`src/rtl/fetch_decode_buffer_if.sv`:
```
// ----------------------------------------------------------------------------
// fetch_decode_buffer_if
//  Fetch->decode bundle interface plus the decode-side handshake.
//  slave  : decode-side receiver (fetch_decode_buffer)
//  master : the fetch/ROB/decode environment that drives the receiver
//  Signals:
//   fetch_vld, pc_to_dec, inst_to_dec, recv_pc_to_dec, pred_result_to_dec
//                      incoming 4-wide bundle (slot i in bits [16i+15:16i])
//   has_mispredict     ROB flush request
//   dec_rdy            decode consumes head bundle
//   stall_fetch        back-pressure to fetch
//   dec_vld, dec_pc, dec_inst, dec_recv_pc, dec_pred
//                      head bundle presented to decode
//   ovf_err            sticky overflow flag
// ----------------------------------------------------------------------------
interface fetch_decode_buffer_if;
   logic        fetch_vld;
   logic [63:0] pc_to_dec;
   logic [63:0] inst_to_dec;
   logic [63:0] recv_pc_to_dec;
   logic [3:0]  pred_result_to_dec;
   logic        has_mispredict;
   logic        dec_rdy;
   logic        stall_fetch;
   logic        dec_vld;
   logic [63:0] dec_pc;
   logic [63:0] dec_inst;
   logic [63:0] dec_recv_pc;
   logic [3:0]  dec_pred;
   logic        ovf_err;

   modport slave (
      input  fetch_vld, pc_to_dec, inst_to_dec, recv_pc_to_dec,
             pred_result_to_dec, has_mispredict, dec_rdy,
      output stall_fetch, dec_vld, dec_pc, dec_inst, dec_recv_pc,
             dec_pred, ovf_err
   );

   modport master (
      output fetch_vld, pc_to_dec, inst_to_dec, recv_pc_to_dec,
             pred_result_to_dec, has_mispredict, dec_rdy,
      input  stall_fetch, dec_vld, dec_pc, dec_inst, dec_recv_pc,
             dec_pred, ovf_err
   );
endinterface

```
`src/rtl/fetch_decode_buffer.sv`:
```
// ----------------------------------------------------------------------------
// fetch_decode_buffer
//  Decode-side receiver of 4-wide fetch bundles. Buffers bundles in a
//  DEPTH-entry first-word-fall-through FIFO, presents the head to decode,
//  raises stall_fetch with SKID entries of slack, flushes on mispredict and
//  flags (sticky) any bundle dropped on a full buffer.
//  Ports:
//   clk  : rising-edge clock
//   rst  : asynchronous active-high reset
//   bus  : fetch_decode_buffer_if.slave (bundle in, head bundle out,
//          stall_fetch, ovf_err)
// ----------------------------------------------------------------------------
module fetch_decode_buffer #(
   parameter int DEPTH  = 4,
   parameter int ADDR_W = 2,
   parameter int SKID   = 1
) (
   input  logic                  clk,
   input  logic                  rst,
   fetch_decode_buffer_if.slave  bus
);

   typedef struct packed {
      logic [63:0] pc;
      logic [63:0] inst;
      logic [63:0] recv_pc;
      logic [3:0]  pred;
   } entry_t;

   localparam logic [ADDR_W:0]   FULL_LVL  = (ADDR_W+1)'(DEPTH);
   localparam logic [ADDR_W:0]   STALL_LVL = (ADDR_W+1)'(DEPTH - SKID);
   localparam logic [ADDR_W:0]   CNT_ONE   = (ADDR_W+1)'(1);
   localparam logic [ADDR_W-1:0] PTR_ONE   = ADDR_W'(1);

   logic [ADDR_W-1:0] wr_ptr_q, wr_ptr_d;
   logic [ADDR_W-1:0] rd_ptr_q, rd_ptr_d;
   logic [ADDR_W:0]   count_q,  count_d;
   logic              ovf_err_q, ovf_err_d;
   entry_t            mem_q [DEPTH];
   entry_t            mem_d [DEPTH];

   logic   full;
   logic   dec_vld;
   logic   push;
   logic   pop;
   logic   ovf;
   entry_t head;

   assign full    = (count_q == FULL_LVL);
   // Mispredict hides the head immediately so decode never consumes a
   // bundle that is being flushed.
   assign dec_vld = (count_q != '0) & ~bus.has_mispredict;
   assign pop     = bus.dec_rdy & dec_vld;
   assign push    = bus.fetch_vld & ~bus.has_mispredict & (~full | pop);
   assign ovf     = bus.fetch_vld & ~bus.has_mispredict & full & ~pop;
   assign head    = mem_q[rd_ptr_q];

   // Next-state for pointers, occupancy and the sticky overflow flag.
   always_comb begin
      wr_ptr_d  = wr_ptr_q;
      rd_ptr_d  = rd_ptr_q;
      count_d   = count_q;
      ovf_err_d = ovf_err_q | ovf;
      if (bus.has_mispredict) begin
         wr_ptr_d = '0;
         rd_ptr_d = '0;
         count_d  = '0;
      end else begin
         if (push) wr_ptr_d = wr_ptr_q + PTR_ONE;
         if (pop)  rd_ptr_d = rd_ptr_q + PTR_ONE;
         if (push & ~pop)      count_d = count_q + CNT_ONE;
         else if (pop & ~push) count_d = count_q - CNT_ONE;
      end
   end

   // Bundle storage; contents are only ever observed through count_q.
   always_comb begin
      mem_d = mem_q;
      if (push) begin
         mem_d[wr_ptr_q].pc      = bus.pc_to_dec;
         mem_d[wr_ptr_q].inst    = bus.inst_to_dec;
         mem_d[wr_ptr_q].recv_pc = bus.recv_pc_to_dec;
         mem_d[wr_ptr_q].pred    = bus.pred_result_to_dec;
      end
   end

   always_ff @(posedge clk or posedge rst) begin
      if (rst) begin
         wr_ptr_q  <= '0;
         rd_ptr_q  <= '0;
         count_q   <= '0;
         ovf_err_q <= 1'b0;
      end else begin
         wr_ptr_q  <= wr_ptr_d;
         rd_ptr_q  <= rd_ptr_d;
         count_q   <= count_d;
         ovf_err_q <= ovf_err_d;
      end
   end

   always_ff @(posedge clk) begin
      mem_q <= mem_d;
   end

   // Head outputs are zeroed whenever nothing valid is presented.
   always_comb begin
      bus.dec_vld     = dec_vld;
      bus.dec_pc      = dec_vld ? head.pc      : '0;
      bus.dec_inst    = dec_vld ? head.inst    : '0;
      bus.dec_recv_pc = dec_vld ? head.recv_pc : '0;
      bus.dec_pred    = dec_vld ? head.pred    : '0;
      bus.stall_fetch = (count_q >= STALL_LVL);
      bus.ovf_err     = ovf_err_q;
   end

endmodule

```
`src/flat_wrapper.sv`:
```
// flat-port wrapper written by rule: the top's interface ports become plain ports
module fetch_decode_buffer_flat 
#(
   parameter int DEPTH  = 4,
   parameter int ADDR_W = 2,
   parameter int SKID   = 1
)
  (clk, rst, bus_fetch_vld, bus_pc_to_dec, bus_inst_to_dec, bus_recv_pc_to_dec, bus_pred_result_to_dec, bus_has_mispredict, bus_dec_rdy, bus_stall_fetch, bus_dec_vld, bus_dec_pc, bus_dec_inst, bus_dec_recv_pc, bus_dec_pred, bus_ovf_err);
  fetch_decode_buffer_if bus_i ();
  input  logic clk;
  input  logic rst;
  input wire logic [$bits(bus_i.fetch_vld)-1:0] bus_fetch_vld;
  input wire logic [$bits(bus_i.pc_to_dec)-1:0] bus_pc_to_dec;
  input wire logic [$bits(bus_i.inst_to_dec)-1:0] bus_inst_to_dec;
  input wire logic [$bits(bus_i.recv_pc_to_dec)-1:0] bus_recv_pc_to_dec;
  input wire logic [$bits(bus_i.pred_result_to_dec)-1:0] bus_pred_result_to_dec;
  input wire logic [$bits(bus_i.has_mispredict)-1:0] bus_has_mispredict;
  input wire logic [$bits(bus_i.dec_rdy)-1:0] bus_dec_rdy;
  output wire logic [$bits(bus_i.stall_fetch)-1:0] bus_stall_fetch;
  output wire logic [$bits(bus_i.dec_vld)-1:0] bus_dec_vld;
  output wire logic [$bits(bus_i.dec_pc)-1:0] bus_dec_pc;
  output wire logic [$bits(bus_i.dec_inst)-1:0] bus_dec_inst;
  output wire logic [$bits(bus_i.dec_recv_pc)-1:0] bus_dec_recv_pc;
  output wire logic [$bits(bus_i.dec_pred)-1:0] bus_dec_pred;
  output wire logic [$bits(bus_i.ovf_err)-1:0] bus_ovf_err;
  assign bus_i.fetch_vld = bus_fetch_vld;
  assign bus_i.pc_to_dec = bus_pc_to_dec;
  assign bus_i.inst_to_dec = bus_inst_to_dec;
  assign bus_i.recv_pc_to_dec = bus_recv_pc_to_dec;
  assign bus_i.pred_result_to_dec = bus_pred_result_to_dec;
  assign bus_i.has_mispredict = bus_has_mispredict;
  assign bus_i.dec_rdy = bus_dec_rdy;
  assign bus_stall_fetch = bus_i.stall_fetch;
  assign bus_dec_vld = bus_i.dec_vld;
  assign bus_dec_pc = bus_i.dec_pc;
  assign bus_dec_inst = bus_i.dec_inst;
  assign bus_dec_recv_pc = bus_i.dec_recv_pc;
  assign bus_dec_pred = bus_i.dec_pred;
  assign bus_ovf_err = bus_i.ovf_err;
  fetch_decode_buffer #(.DEPTH(DEPTH), .ADDR_W(ADDR_W), .SKID(SKID)) u_core (.clk(clk), .rst(rst), .bus(bus_i));
endmodule
```
`config.mk`:
```
export PLATFORM = sky130hd
export DESIGN_NAME = fetch_decode_buffer_flat
export DESIGN_NICKNAME = d
export VERILOG_FILES = /design/src/rtl/fetch_decode_buffer_if.sv /design/src/rtl/fetch_decode_buffer.sv /design/src/flat_wrapper.sv
export SDC_FILE = /design/constraint.sdc
export NUM_CORES = 1
export LEC_CHECK = 0
export CAP_MARGIN = 10
export CORE_MARGIN = 4
export CORE_UTILIZATION = 50
export CTS_CLUSTER_SIZE = 28
export DETAILED_ROUTE_END_ITERATION = 7
export MAX_ROUTING_LAYER = met4
export PLACE_DENSITY = 0.76
export REMOVE_ABC_BUFFERS = 1
export SYNTH_ARGS = -nofsm -noshare
export SYNTH_HDL_FRONTEND = slang
export SYNTH_SLANG_ARGS = --single-unit
```
`constraint.sdc`:
```
create_clock -name clk -period 6.2 [get_ports clk]
set_input_delay 0.62 -clock clk [delete_from_list [all_inputs] [get_ports clk]]
set_output_delay 0.62 -clock clk [all_outputs]
set_load 0.02 [all_outputs]
```
# After elaboration in Yosys (flattened, before gate mapping)
# Index checks and enable logic that the tools add are counted.
# op_classes
n_addsub	4
mul	0
div	0
n_lt_le_gt_ge	4
n_eq_ne	1
n_shift	0
n_mux	26
bitwise_logic	16
n_reduce_logical	5
# op_table
op	count
bitwise mux 784 bit	4
demux 196 bit (select 2 bit)	4
two-way mux 196 bit	3
binary-select mux 196 bit (select 2 bit)	1
two-way mux 64 bit	3
two-way mux 132 bit	1
two-way mux 68 bit	1
two-way mux 3 bit	3
AND 1 bit	8
two-way mux 2 bit	4
two-way mux 4 bit	2
greater-or-equal comparator 3 bit, second input constant	2
NOT 2 -> 3 bit	2
nonzero test 3 bit	2
adder 2 x 1 -> 2 bit, second input constant	2
NOT 1 bit	4
nonzero test 2 bit	2
adder 3 x 1 -> 3 bit, second input constant	1
== test 3 bit, second input constant	1
greater-or-equal comparator 3 x 2 -> 1 bit, second input constant	1
less-than comparator 3 x 1 -> 1 bit, second input constant	1
subtractor 3 x 1 -> 3 bit, second input constant	1
OR 1 bit	2
logical AND 1 bit	1
# word_totals
regBits	792
latchBits	0
ram_bits	0
rom_bits	0
in_bits	201
out_inout_bits	199
wordCells	76
memories	0

# Logic depth before layout (Yosys ltp)
# Gate-level depths: netlist of run 1.
# logic_depth
ltp_word	10
mapped_depth	10
mapped_depth_nobuf	7

# Worst setup path before layout of run 1
# OpenSTA, ideal clock, no wires.
# synth_path
path_type	input to register
start	input bus_dec_rdy
end	register u_core.mem_q[0] (netlist bit), enable pin
arrival_ns	5.709
required_time_ns	5.620
setup_slack_ns	-0.089
path_stages	4
n_path_buf	1
cell_sequence	clkbuf_1 > nor4b_2 > nor3_2 > and2_1
# synth_between
elab_chain_len	3
# synth_rtl
element	line_no	source
start, declared	flat_wrapper.sv:18	input wire logic [$bits(bus_i.dec_rdy)-1:0] bus_dec_rdy;
AND 1 bit	fetch_decode_buffer.sv:53	assign pop = bus.dec_rdy & dec_vld;
OR 1 bit	fetch_decode_buffer.sv:54	assign push = bus.fetch_vld & ~bus.has_mispredict & (~full | pop);
AND 1 bit	fetch_decode_buffer.sv:54	
end signal, assigned	fetch_decode_buffer.sv:102	mem_q <= mem_d;
end, declared	fetch_decode_buffer.sv:39	entry_t mem_q [DEPTH];
# Every way passes these cells.
# A chain may end at the register's enable or synchronous reset.

# Worst setup path after layout of run 1
# layout_path
start	register u_core.rd_ptr_q[0]
end	output bus_dec_inst[18]
# layout_between
elab_chain_len	5
# layout_rtl
element	line_no	source
start, declared	fetch_decode_buffer.sv:36	logic [ADDR_W-1:0] rd_ptr_q, rd_ptr_d;
start signal, assigned	fetch_decode_buffer.sv:95	rd_ptr_q <= rd_ptr_d;
NOT 2 -> 3 bit (implied by the code)	fetch_decode_buffer.sv:56	assign head = mem_q[rd_ptr_q];
binary-select mux 196 bit (select 2 bit)	fetch_decode_buffer.sv:56	
two-way mux 196 bit (implied by the code) (2 in a row)	fetch_decode_buffer.sv:56	
two-way mux 64 bit	fetch_decode_buffer.sv:109	bus.dec_inst = dec_vld ? head.inst : '0;
end, declared	flat_wrapper.sv:22	output wire logic [$bits(bus_i.dec_inst)-1:0] bus_dec_inst;
# Every way passes these cells. The select of a mux whose other input is x is not followed.

==> results of run 1 <==
==> worst max-delay path: cells and delay by family, from the launching register on <==
kind                   cells  cell delay (ns)
and+or+nand+nor            1             0.21
buffers and inverters      2             1.15
muxes                      1             0.60
DFF                        1             1.02
==> final timing paths <==
path                                          from            endpoint  depth (start not counted)
min in group clk                u_core.bus.ovf_err  u_core.bus.ovf_err                          1
worst min register to register  u_core.bus.ovf_err  u_core.bus.ovf_err                          1
worst max-delay path            u_core.rd_ptr_q[0]    bus_dec_inst[18]                          4
worst max register to register   u_core.count_q[0]   u_core.count_q[2]                          7
max in group asynchronous                      rst  u_core.rd_ptr_q[0]                          2
worst min-delay path                           rst  u_core.bus.ovf_err                          2
==> state kept, by name, summed over array words and instances, names as in the netlist <==
name and count:
u_core.wr_ptr_q 2, u_core.count_q 3, u_core.bus.ovf_err 1, u_core.mem_q 784, u_core.rd_ptr_q 2
==> through the flow <==
step           power, mW  worst slack, ns  std cells
2_1_floorplan       9.11            -2.93       1253
3_3_place_gp        10.3             2.06       2454
3_5_place_dp        10.4             1.97       2454
4_1_cts             14.9             1.81       2592
5_1_grt             15.3             1.67       2606
6_report            14.7             1.98       2606
==> layer usage <==
| layer | track usage [%] | vias up | share of wire, % |
|---|---|---|---|
| li1 | - | 6300 | - |
| met1 | 25.7 | 7489 | 40 |
| met2 | 30.0 | 472 | 51 |
| met3 | 4.33 | 97 | 6.7 |
| met4 | 5.80 | 0 | 2.3 |
| met5 | - | - | 0 |
==> layout by cell type (no fill, tap or decap), types with 2 or more instances in the layout <==
| cell type | synthesis | layout |
|---|---|---|
| buf_4 | 2 | 9 |
| clkinv_2 | 0 | 6 |
| inv_6 | 0 | 4 |
| nor2_1 | 10 | 10 |
| clkbuf_1 | 16 | 23 |
| mux2_2 | 2 | 2 |
| bufinv_16 | 0 | 4 |
| ha_1 | 4 | 4 |
| inv_1 | 7 | 7 |
| diode_2 | 0 | 14 |
| dfrtp_1 | 8 | 6 |
| clkinvlp_4 | 0 | 2 |
| xor2_1 | 2 | 2 |
| dfrtp_4 | 0 | 2 |
| and2_1 | 216 | 212 |
| clkbuf_16 | 0 | 83 |
| mux4_2 | 196 | 196 |
| buf_12 | 0 | 11 |
| edfxtp_1 | 784 | 784 |
| and2_4 | 0 | 4 |
| clkinv_1 | 0 | 15 |
| clkdlybuf4s50_1 | 0 | 399 |
==> final cells by class <==
cell class                      instances  area (sq um)  share of cell area (%)
Timing Repair Buffer                  419          4280                    11.4
Multi-Input combinational cell        454          6110                    16.2
Antenna cell                           14          35.0                  0.0932
Sequential cell                       792         23800                    63.2
Clock inverter                         32           265                   0.705
Clock buffer                          106          2160                    5.75
Inverter                                7          26.3                  0.0699
Tap cell                              782           978                    2.60
==> power groups by stage <==
stage	clock, mW	combinational, mW	sequential (mW)
after floorplan	0	2.47	6.64
after global placement	0	3.93	6.41
after detailed placement	0	3.95	6.42
after CTS	4.59	3.97	6.31
after global routing	4.81	4.15	6.34
final	4.47	3.89	6.30
==> cell families (layout without fill, tap and decap cells) <==
| family | after synthesis | after routing | synth area share (%) |
|---|---|---|---|
| buf+inv | 78 | 564 | 1.80 |
| mux | 199 | 199 | 14.6 |
| simple gates | 234 | 234 | 4.77 |
| compound gates | 13 | 13 | 0.317 |
| fa+ha+maj | 5 | 5 | 0.231 |
| flops | 792 | 792 | 78.2 |
| xor+xnor | 3 | 3 | 0.0865 |
| other cells | 0 | 14 | 0 |
==> run metrics, run 1 <==
run status=completed; peak fanout along the critical path=42; setup repair after global routing missed its margin=false; area enclosed by the die boundary=~0.065 sq mm; I/O pin count=400; post-synth top area cell=edfxtp_1; Layout Skew=about 0.022 ns; leading register cell type out of synthesis=edfxtp_1; Slew Viols, Final=0; fraction of layout cells with a size suffix above 1=18.1%; clock tree buffer depth=3; last weighted congestion value of the routability-driven placer=0.755; worst vdd ir=between 0.3 and 0.4 mV; Total Negative Setup Slacks=0 ns; Clk network pwr share=between 30% and 40%; gr ovfl total=0; Max stage delay on crit path=1.02 ns; FFs w/ async S/R, synth=under 10%; HPWL after DPL=36,000 um; Initial Util=between 50% and 60%; number of instances in the synthesized netlist=1,324; Die Y=around 250 um; portion of the post-synthesis area used by sequential elements=approximately 80%; slew at the pin closest to its max-slew limit=1.01 ns; design internal power=~11 mW; placed standard-cell area=0.0351 sq mm; leak pwr=roughly 12 nW; number of flops mapped to enable cells by yosys=between 700 and 800; input/output buffers=399; number of filler instances in the final layout=between 4,000 and 5,000; clock-pin transition on the worst setup and hold timing paths=0.06 ns; hold-fix buffer count after cts=0; cells resized by post-CTS repair=0; time the worst path needs with I/O delays and setup=roughly 4.2 ns; post-synthesis register bit count=slightly below 800; Yosys top cell area share=between 70 and 80%; detailed-route wire length per cell=about 23 um; Final Cycle Share=between 60 and 70%; width of the die=254 um; final setup violation count=0; worst hold margin=about 0.28 ns; signed area change from the synthesized netlist to the final layout=23.8%; largest cells by area after synthesis=edfxtp_1, mux4_2, and2_1; data required time at the worst endpoint=5.58 ns; antenna violation net count after detailed routing=0; utilization after layout=62.4%; power per standard cell area=a little under 400 mW/mm^2; pin count of the biggest net entering global routing=a little over 100; type of the most critical hold path=in -> async; post-synthesis area per instance=22.9 sq um; cell with the most instances after synthesis=edfxtp_1; combinational group share of total power=between 20% and 30%; total wire length after detailed routing=about 60,000 um; via density per instance=~5.5; reg-to-reg slack, setup=approximately 3.3 ns; crit start category=flip-flop; cell area after synthesis=approximately 0.030 sq mm; Arr. time, crit path=3.60 ns; floorplan core area=about 0.060 sq mm; # Post-CTS Setup Buffers=0; via count of the first global-routing pass=~15,000; Warnings, synthesis=0; Cell variety after synth=36; post-route cell area=0.0376 sq mm; highest attainable clock frequency=between 200 and 250 MHz; CP cell instances=buf_4 > mux4_2 > and2_1 > clkdlybuf4s50_1; sequential fraction of design power=43.0%; max-capacitance violation count=0; Hold Fails Final Rpt=0; global-route wire length before repair=approximately 90,000 um; total number of vias=approximately 14,000; most frequent cells after synthesis=edfxtp_1, and2_1, mux4_2, buf_6, buf_2; number of antenna violations at the first check in global routing=14; number of detailed-routing iterations run before antenna repair=5; number of buffers created by CTS=between 70 and 80; clock net sink count=roughly 790; DRT iter0 DRCs=around 1,000; number of cell rows=90; relative slew slack=between 30% and 40%; switching power share of the total=26.7%; CTS tree=built; CP max-delay cell=dfrtp_4; Overall Global Routing Usage=a little under a fifth; kind of critical path=reg -> out; post-layout net count=just under 2,000; CP endpoint kind=output port; Worst-Skew Late Latency=approximately 0.60 ns; final routed DRC violation total=0; Clock Tree Root=clkbuf_16; switching component of the power=about 4 mW; CTS H-tree depth=3
No activity file was read; power rests on OpenSTA's default activity.
==> run 2: changes to the inputs <==
Clock period 6.2 ns to 3.8 ns, I/O delays scaled along.
==> run 2 against run 1 <==
  * Cell count grew 1.4%
  * Via count rose by 0.58%
  * Clock skew increased by 0.0065 ns
  * Non-clock buffer count grew 36
  * Critical path type unchanged
  * Highest routed layer unchanged
==> run metrics, run 2 (same netlist as run 1, synthesis figures left out) <==
leading cell type in the layout, fill and taps excluded=edfxtp_1; relative slew slack=a little under three fifths; signed area change from the synthesized netlist to the final layout=25.1%; slew at the pin closest to its max-slew limit=0.664 ns; final setup violation count=0; number of detailed-routing iterations run before antenna repair=5; worst min-delay path startpoint=bus_inst_to_dec[36]; CP endpoint kind=output port; switching component of the power=between 6 and 7 mW; final routed DRC violation total=0; power per standard cell area=roughly 630 mW/mm^2; crit start category=flip-flop; placed standard-cell area=around 0.036 sq mm; type of the most critical hold path=in -> reg; utilization after layout=between 60 and 70%; Slew Viols, Final=0; post-route cell area=~0.038 sq mm; sequential fraction of design power=between 40% and 50%; post-layout net count=1,995; detailed-route wire length per cell=roughly 23 um; smallest setup slack after layout=between 0.3 and 0.4 ns; Layout Skew=~0.028 ns; Die Y=between 200 and 300 um; total number of vias=approximately 14,000; I/O pin count=400; Reg2Reg Depth=4; global-route wire length before repair=just over 90,000 um; peak fanout along the critical path=52; setup repair after global routing missed its margin=false; Clk network pwr share=29.7%; input/output buffers=399; register containing the most flip-flops in the final layout=u_core.mem_q; Crit Reg-Reg Startpoint=u_core.count_q[2]; CTS tree=built; via count of the first global-routing pass=15,521; WHS Path Cells=1; highest attainable clock frequency=293 MHz; via density per instance=~5.5; fraction of layout cells with a size suffix above 1=roughly a fifth; clock-pin transition on the worst setup and hold timing paths=0.06 ns; Overall Global Routing Usage=around a fifth; run status=completed; final std cells w/o fill=2,642; number of filler instances in the final layout=4,044; max-capacitance violation count=0; kind of critical path=reg -> out; data required time at the worst endpoint=~3.4 ns; floorplan core area=0.0602 sq mm; DRT iter0 DRCs=1,009; total wire length after detailed routing=approximately 60,000 um; cells resized by post-CTS repair=0; Clock Tree Root=clkbuf_16; leak pwr=around 12 nW; clock tree buffer depth=3; area enclosed by the die boundary=between 0.06 and 0.07 sq mm; Arr. time, crit path=3.04 ns; worst vdd ir=between 0.4 and 0.5 mV; cell count after placement=2,489; combinational group share of total power=roughly 28%; design internal power=17.4 mW; gr ovfl total=0; number of cell rows=90; switching power share of the total=27.2%; HPWL after DPL=38,700 um; time the worst path needs with I/O delays and setup=approximately 3.4 ns; Hold Fails Final Rpt=0; pin count of the biggest net entering global routing=about 120; Worst-Skew Late Latency=approximately 0.62 ns; antenna violation net count after detailed routing=0; clock net sink count=slightly below 800; start point of the critical path=u_core.rd_ptr_q[0]; number of antenna violations at the first check in global routing=10; number of buffers created by CTS=approximately 80; width of the die=between 200 and 300 um; number of flip-flops under the largest register name=784; # Post-CTS Setup Buffers=0; last weighted congestion value of the routability-driven placer=about 0.75; CTS H-tree depth=3; largest registers in the final layout=u_core.mem_q x784, u_core.count_q x3; Post-Place Setup Slack=between 0.8 and 0.9 ns; Initial Util=between 50% and 60%; overall power of the completed layout=between 20 and 25 mW; Final Cycle Share=89.9%; leading cell types in the layout, fill and taps excluded=edfxtp_1, clkdlybuf4s50_1, and2_1, mux4_2, clkbuf_16
-- run 2: changes by cell type in the layout (fill, tap and decap cells not counted), moves of 3 or more --
cell,before,now
buf_4,9,29
buf_12,11,26
clkinv_2,6,18
clkbuf_16,83,79
clkinv_1,15,11
bufinv_16,4,1
clkbuf_8,0,3
-- run 2: critical path: stages, from the launching register on --
cell and delay (ns):
dfrtp_4 0.62, buf_12 0.39, mux4_2 0.61, and2_1 0.18
clkdlybuf4s50_1 0.53
-- run 2: area by class of cell --
cell class | instances | area [sq um] | share of cell area (%)
Timing Repair Buffer | 455 | 4740 | 12.5
Antenna cell | 12 | 30.0 | 0.0790
Clock inverter | 37 | 279 | 0.734
Clock buffer | 103 | 2100 | 5.52
Inverter | 7 | 26.3 | 0.0691
Tap cell | 782 | 978 | 2.57
Sequential cell | 792 | 23800 | 62.5
Multi-Input combinational cell | 454 | 6110 | 16.1
-- run 2: final timing paths --
kind                                      endpoint  slack (ns)
worst max-delay path                bus_dec_pc[14]        0.38
worst min-delay path             u_core.mem_q[496]        0.39
worst max register to register    u_core.mem_q[77]        1.44
worst min register to register  u_core.bus.ovf_err        0.51
max in group asynchronous       u_core.rd_ptr_q[1]        2.95
min in group asynchronous        u_core.count_q[1]        0.58
-- run 2: repair_timing --
item                       4_1_cts  5_1_grt
hold buffers                     1        0
hold endpoints to repair         4        0
setup endpoints to repair        0        0
-- run 2: power groups by stage --
stage | registers [mW] | logic, mW | clock network (mW)
after floorplan | 10.7 | 3.19 | 0
after global placement | 10.3 | 6.71 | 0
after detailed placement | 10.4 | 6.75 | 0
after CTS | 10.2 | 6.78 | 7.29
after global routing | 10.2 | 7.09 | 7.68
final | 10.2 | 6.64 | 7.09
-- run 2: stage by stage --
| stage | hold WS (ns) | setup TNS [ns] |
|---|---|---|
| global placement | 0.488 | 0 |
| finish | 0.389 | 0 |
| CTS | 0.341 | 0 |
| floorplan | 0.196 | -2666.75 |
| global route | 0.366 | 0 |
| detailed placement | 0.488 | 0 |
-- run 2: metal layers --
layer	global-route usage (%)	share of wire, %
met5	-	0
met4	5.80	1.8
met3	4.27	6.3
met2	32.1	52
met1	25.6	40
